File: src/rtl/traffic_pkg.sv
// Shared constants and helpers for the traffic light request front end.
package traffic_pkg;

  localparam int unsigned SYNC_STAGES = 2;

  // Width needed to hold a debounce count of 0..d.
  function automatic int unsigned cnt_width(input int unsigned d);
    return $clog2(d + 1);
  endfunction

endpackage

File: src/rtl/traffic_request_conditioner_debounce_channel.sv
// One sensor channel: synchroniser, debounce filter, press detect, request latch
// and overrun flag.
module debounce_channel
  import traffic_pkg::*;
#(
  parameter int unsigned DEBOUNCE_CYCLES = 4
) (
  input  logic clk,
  input  logic rst,
  input  logic raw,
  input  logic ack,
  output logic req,
  output logic level,
  output logic overrun
);

  localparam int unsigned CNT_W = cnt_width(DEBOUNCE_CYCLES);
  localparam logic [CNT_W-1:0] CNT_LAST = CNT_W'(DEBOUNCE_CYCLES - 1);

  logic [SYNC_STAGES-1:0] sync_q;
  logic [CNT_W-1:0]       cnt;
  logic                   sample_c;
  logic                   settle_c;
  logic                   press_c;

  assign sample_c = sync_q[SYNC_STAGES-1];
  // Filtered level flips only after a full run of differing samples.
  assign settle_c = (sample_c != level) && (cnt == CNT_LAST);
  assign press_c  = settle_c && sample_c;

  always_ff @(posedge clk) begin
    if (rst) begin
      sync_q  <= '0;
      cnt     <= '0;
      level   <= 1'b0;
      req     <= 1'b0;
      overrun <= 1'b0;
    end else begin
      sync_q <= {sync_q[SYNC_STAGES-2:0], raw};

      if (sample_c == level) begin
        cnt <= '0;
      end else if (settle_c) begin
        cnt   <= '0;
        level <= sample_c;
      end else begin
        cnt <= cnt + CNT_W'(1);
      end

      // A fresh press outranks a same-cycle ack so no event is dropped.
      if (press_c) begin
        req <= 1'b1;
      end else if (ack) begin
        req <= 1'b0;
      end

      overrun <= press_c && req;
    end
  end

endmodule

File: src/rtl/traffic_request_conditioner.sv
// Conditions two raw sensor lines into latched, acknowledged service requests.
module traffic_request_conditioner #(
  parameter int unsigned DEBOUNCE_CYCLES = 4
) (
  input  logic clk,
  input  logic rst,
  input  logic sensor_a_raw,
  input  logic sensor_b_raw,
  input  logic ack_a,
  input  logic ack_b,
  output logic req_a,
  output logic req_b,
  output logic level_a,
  output logic level_b,
  output logic overrun_a,
  output logic overrun_b
);

  debounce_channel #(
    .DEBOUNCE_CYCLES(DEBOUNCE_CYCLES)
  ) u_chan_a (
    .clk    (clk),
    .rst    (rst),
    .raw    (sensor_a_raw),
    .ack    (ack_a),
    .req    (req_a),
    .level  (level_a),
    .overrun(overrun_a)
  );

  debounce_channel #(
    .DEBOUNCE_CYCLES(DEBOUNCE_CYCLES)
  ) u_chan_b (
    .clk    (clk),
    .rst    (rst),
    .raw    (sensor_b_raw),
    .ack    (ack_b),
    .req    (req_b),
    .level  (level_b),
    .overrun(overrun_b)
  );

endmodule

File: config.mk
export PLATFORM = sky130hd
export DESIGN_NAME = traffic_request_conditioner
export DESIGN_NICKNAME = d
export VERILOG_FILES = /design/src/rtl/traffic_pkg.sv /design/src/rtl/traffic_request_conditioner_debounce_channel.sv /design/src/rtl/traffic_request_conditioner.sv
export SDC_FILE = /design/constraint.sdc
export NUM_CORES = 1
export LEC_CHECK = 0
export BUFFER_PORTS_ARGS = -buffer_cell sky130_fd_sc_hd__buf_4
export CAP_MARGIN = 10
export CELL_PAD_IN_SITES_DETAIL_PLACEMENT = 0
export CELL_PAD_IN_SITES_GLOBAL_PLACEMENT = 1
export CORE_ASPECT_RATIO = 1.1
export CORE_MARGIN = 10
export CORE_UTILIZATION = 38
export DETAILED_ROUTE_END_ITERATION = 10
export GPL_TIMING_DRIVEN = 0
export PLACE_DENSITY = 0.7
export SLEW_MARGIN = 15
export SYNTH_ARGS = -nofsm -noshare
export SYNTH_HDL_FRONTEND = slang
export SYNTH_HIERARCHICAL = 1
export SYNTH_SLANG_ARGS = --single-unit
export TNS_END_PERCENT = 50
File: constraint.sdc
create_clock -name clk -period 1.4 [get_ports clk]
set_input_delay 0.28 -clock clk [delete_from_list [all_inputs] [get_ports clk]]
set_output_delay 0.28 -clock clk [all_outputs]
set_load 0.1 [all_outputs]
## Word-level counts from Yosys, hierarchy flattened

Cells that the tools add are included.

- Bits in registers: 16
- Bits in latches: 0
- RAM bits: 0
- Memory bits (read-only): 0
- Input bits: 6
- Logic and storage cells: 36
- Memories: 0

- Add/subtract/negate cells: 2
- Multipliers: 0
- Div/mod/pow operators: 0
- Magnitude comparators: 0
- Equal/unequal tests: 6
- Shifts and indexed selects: 0
- Multiplexer cells: 4
- Bitwise logic cells: 2
- Reduce and logical (&&, ||, !) cells: 12

Operators with widths:

| operator | count |
|---|---|
| adder 3 x 1 -> 3 bit, second input constant | 2 |
| == test 3 x 2 -> 1 bit, second input constant | 2 |
| logical AND 1 bit | 6 |
| OR reduction 3 bit | 2 |
| 2-to-1 mux 1 bit | 4 |
| AND reduction 2 bit | 2 |
| nonzero test 2 bit | 2 |
| == test 1 bit | 2 |
| inequality test 1 bit | 2 |
| NOT 1 bit | 2 |

## Logic depth before layout (Yosys ltp)

- Depth after elaboration: 4
- Gate-level depth with buffers: 4
- Gate-level depth less buffers: 4

## Modules after synthesis

Netlist, hierarchy kept.

Modules (own cells, without submodules):

| module | instances | cells an instance | area an instance (µm²) | sequential area each (µm²) |
|---|---|---|---|---|
| debounce_channel | 2 | 23 | 277.8 | 160.2 |

## Worst setup path after synthesis

OpenSTA, ideal clock, no wires.

- Kind: reg2reg
- Start point: register u_chan_a.level
- End point: register u_chan_a.cnt[1]
- Library setup time: 0.088 ns
- Arrival: 1.428 ns
- Path slack: -0.116 ns
- Stages on the path, launching flop included: 3
- Path buffers: 0
- Path through: dfxtp_1 -> xnor2_1 -> nor4b_2

- Longest elaborated chain between the ends: 3
- Elaborated cells between the ends (all ways): 4

Ends and longest elaborated chain:

| element | line | text |
|---|---|---|
| start, declared | traffic_request_conditioner_debounce_channel.sv:13 | `output logic level,` |
| start signal, assigned | traffic_request_conditioner_debounce_channel.sv:45 | `level <= sample_c;` |
| inequality test 1 bit | traffic_request_conditioner_debounce_channel.sv:28 | `assign settle_c = (sample_c != level) && (cnt == CNT_LAST);` |
| logical AND 1 bit | traffic_request_conditioner_debounce_channel.sv:28 |  |
| OR reduction 3 bit (no source line) * | - |  |
| end signal, assigned | traffic_request_conditioner_debounce_channel.sv:47 | `cnt <= cnt + CNT_W'(1);` |
| end, declared | traffic_request_conditioner_debounce_channel.sv:21 | `logic [CNT_W-1:0] cnt;` |

Mark *: on every way between the ends. The rest lies on a longest branch, timed or not.
A chain may end at the register's enable or synchronous reset.

## Worst setup path in the final report

- Start point: register u_chan_a.level
- End point: output port level_a

RTL lines:

| element | line | text |
|---|---|---|
| end, declared | traffic_request_conditioner.sv:13 | `output logic level_a,` |

No word-level cell between the ends.

==> results.ini <==
[layout]
multiInputGateArea_um2=228
layout.nets=72
area_growth_pct=25.5
layout-drive-gt1-share=0.311
n_antenna_cell=0
fin_cells=77
regArea_um2=323
fill_cells=138

[routing]
wl_met2_um=385
viasPerCell=4.43
top_layer_used=met3
totalWireLength_um=860
wl_per_cell_um=11.2
first_pass_iters=3
final_antenna_net_count=0
wl_met3_um=28
drtIter0Drc=7
wl_met1_um=446
drc=0
num_vias=341

[min_path]
holdPathStages=2
hp-class=in -> reg

[timing]
finalMaxSlewViolations=0
relSlewSlack=0.798
fmaxAchievable_mhz=823
setup_tns_ns=0
fin_crit_sh=0.868
tightestPinTransition_ns=0.300
hold_viol=0
skew_ns=0.00288
fin_ws_ns=0.184
rsz0062_at_grt=false
finalSetupViolations=0
finalCriticalPeriod_ns=1.22

[synth]
yosysSeqAreaShare=0.577
mappedNetlistNets=56
synth.most_common_cell=dfxtp_1
postSynthCellCount=46
yosysTopAreaCellShare=0.577
ys_top_cells_by_count=16 x dfxtp_1, 4 x ha_1, 4 x nor2b_1, 4 x nor4_1
synth_edf_count=0
synthFlopType=dfxtp_1
netlist.top_cell.by_area=dfxtp_1
ys_ff_latch=16
synth.area.top_cells=dfxtp_1 58%, ha_1 9.0%, nor4b_2 5.4%
async_flop_share=0
ys_types=13
synth_area_um2=556
avgSynthCellArea_um2=12.1
yosysWarnings=6

[place]
portBuffers=11
dp.cells=73
gp_congestion=0.598
hpwl_um=637
dp_slack_ns=0.255

[clock_tree]
cts_buffers=3
cts_tree=done
cts_resized=0
clk_latency_ns=0.28
numClockSinks=16
ctsRootBufferMaster=clkbuf_4
clkTransAtPathRegs_ns=0.09
cts-hold-fix-buffers=0
h-tree-depth=1
post_cts_buffers=0
clk_path_buf_depth=2

[grt]
grt_max_degree=17
first_global_vias=383
grt_pass1_wl_um=1500
grt_use_total=0.0530
grt-ovfl-total=0
antenna_found_initial=0

[worst_setup_path]
critical-path-max-stage-delay_ns=0.36
worstSetupStartpointType=flip-flop
worstSetupPathType=reg -> out
crit_chain=buf_4
cp.arrival_ns=0.94
reg2reg_slack_ns=0.24
critical-path-slowest-cell=dfxtp_2
cp_top_family=flip-flops
cp_max_fo=4
ff2ff_path_depth=4
end_kind=primary output
worstPathRequired_ns=1.12
cp_num_cells=1
critPathBufInv=1

[floorplanning]
rows=14
coreArea_um2=1370
ios=12
dieWidth_um=56.5
initial_core_util=0.407
dieArea_um2=3390
fp.dieH_um=60.1

[power_and_ir_drop]
power_uw=787
p_per_area_nw_per_um2=1130
p_leak_nw=0.271
vdd_drop_max_mv=0.664

[flow_run]
max_cap_viol_count=0

[outcome]
status=complete, no violations

==> placed cells by master (no fill, tap or decap), drive strengths merged <==
| cell type | n |
|---|---|
| dfxtp | 16 |
| buf | 11 |
| nor2b | 4 |
| nor4 | 4 |
| ha | 4 |
| clkbuf | 4 |
| inv | 2 |
| xnor2 | 2 |
| nor4b | 2 |
| nand2b | 2 |
| nand3b | 2 |
| a21oi | 2 |
| mux2i | 2 |
| nor2 | 2 |
| nor3b | 2 |
==> worst paths after layout <==
check | to | startpoint
min | u_chan_b/sync_q[0] | sensor_b_raw
min reg2reg | u_chan_a/cnt[0] | u_chan_a/cnt[0]
max reg2reg | u_chan_b/overrun | u_chan_b/cnt[0]
max | level_a | u_chan_a/level
==> worst reg2reg max path: stages (launching register included) <==
cell and delay (ns):
dfxtp_1 0.35, ha_1 0.16, ha_1 0.27, nand3b_1 0.13, nor3b_1 0.18
==> state kept, by name, summed over array words and instances, names as in the netlist <==
signal	flops
u_chan_a/cnt	3
u_chan_a/overrun	1
u_chan_b/cnt	3
u_chan_b/level	1
u_chan_b/req	1
u_chan_a/sync_q	2
u_chan_b/sync_q	2
u_chan_b/overrun	1
u_chan_a/level	1
u_chan_a/req	1
==> report_power, final <==
group          total (mW)  internal, mW  switching, mW
logic              0.0273        0.0156         0.0117
registers           0.465         0.462        0.00335
clock network       0.294         0.158          0.136
total               0.787         0.635          0.151
==> metrics by stage <==
| stage | hold WS (ns) | cell area [um^2] | utilization |
|---|---|---|---|
| 3_3_place_gp | 0.418 | 661 | 0.484 |
| 6_report | 0.205 | 697 | 0.510 |
| 3_5_place_dp | 0.426 | 661 | 0.484 |
| 2_1_floorplan | 0.345 | 558 | - |
| 4_1_cts | 0.194 | 697 | 0.510 |
| 5_1_grt | 0.199 | 697 | 0.510 |
==> cells by family after synthesis <==
logic type | Yosys count | synth area share
simple gates | 18 | 0.234
flops | 16 | 0.577
fa+ha+maj | 4 | 0.0901
compound gates | 2 | 0.0180
xor+xnor | 2 | 0.0315
buf+inv | 2 | 0.0135
mux | 2 | 0.0360
==> area by class of cell <==
cell class / count / share of cell area
tap: 16 / 0.0287
timing repair buffer: 11 / 0.118
sequential: 16 / 0.463
inverter: 2 / 0.0108
clock buffer: 4 / 0.0521
multi-input combinational: 28 / 0.327
==> layer usage <==
metal  GRT usage  up-vias
li1            -      191
met2      0.0862        6
met3      0.0191        0
met5           0        -
met1      0.0620      144
met4      0.0206        0
Power figures use the tool's default switching activity.
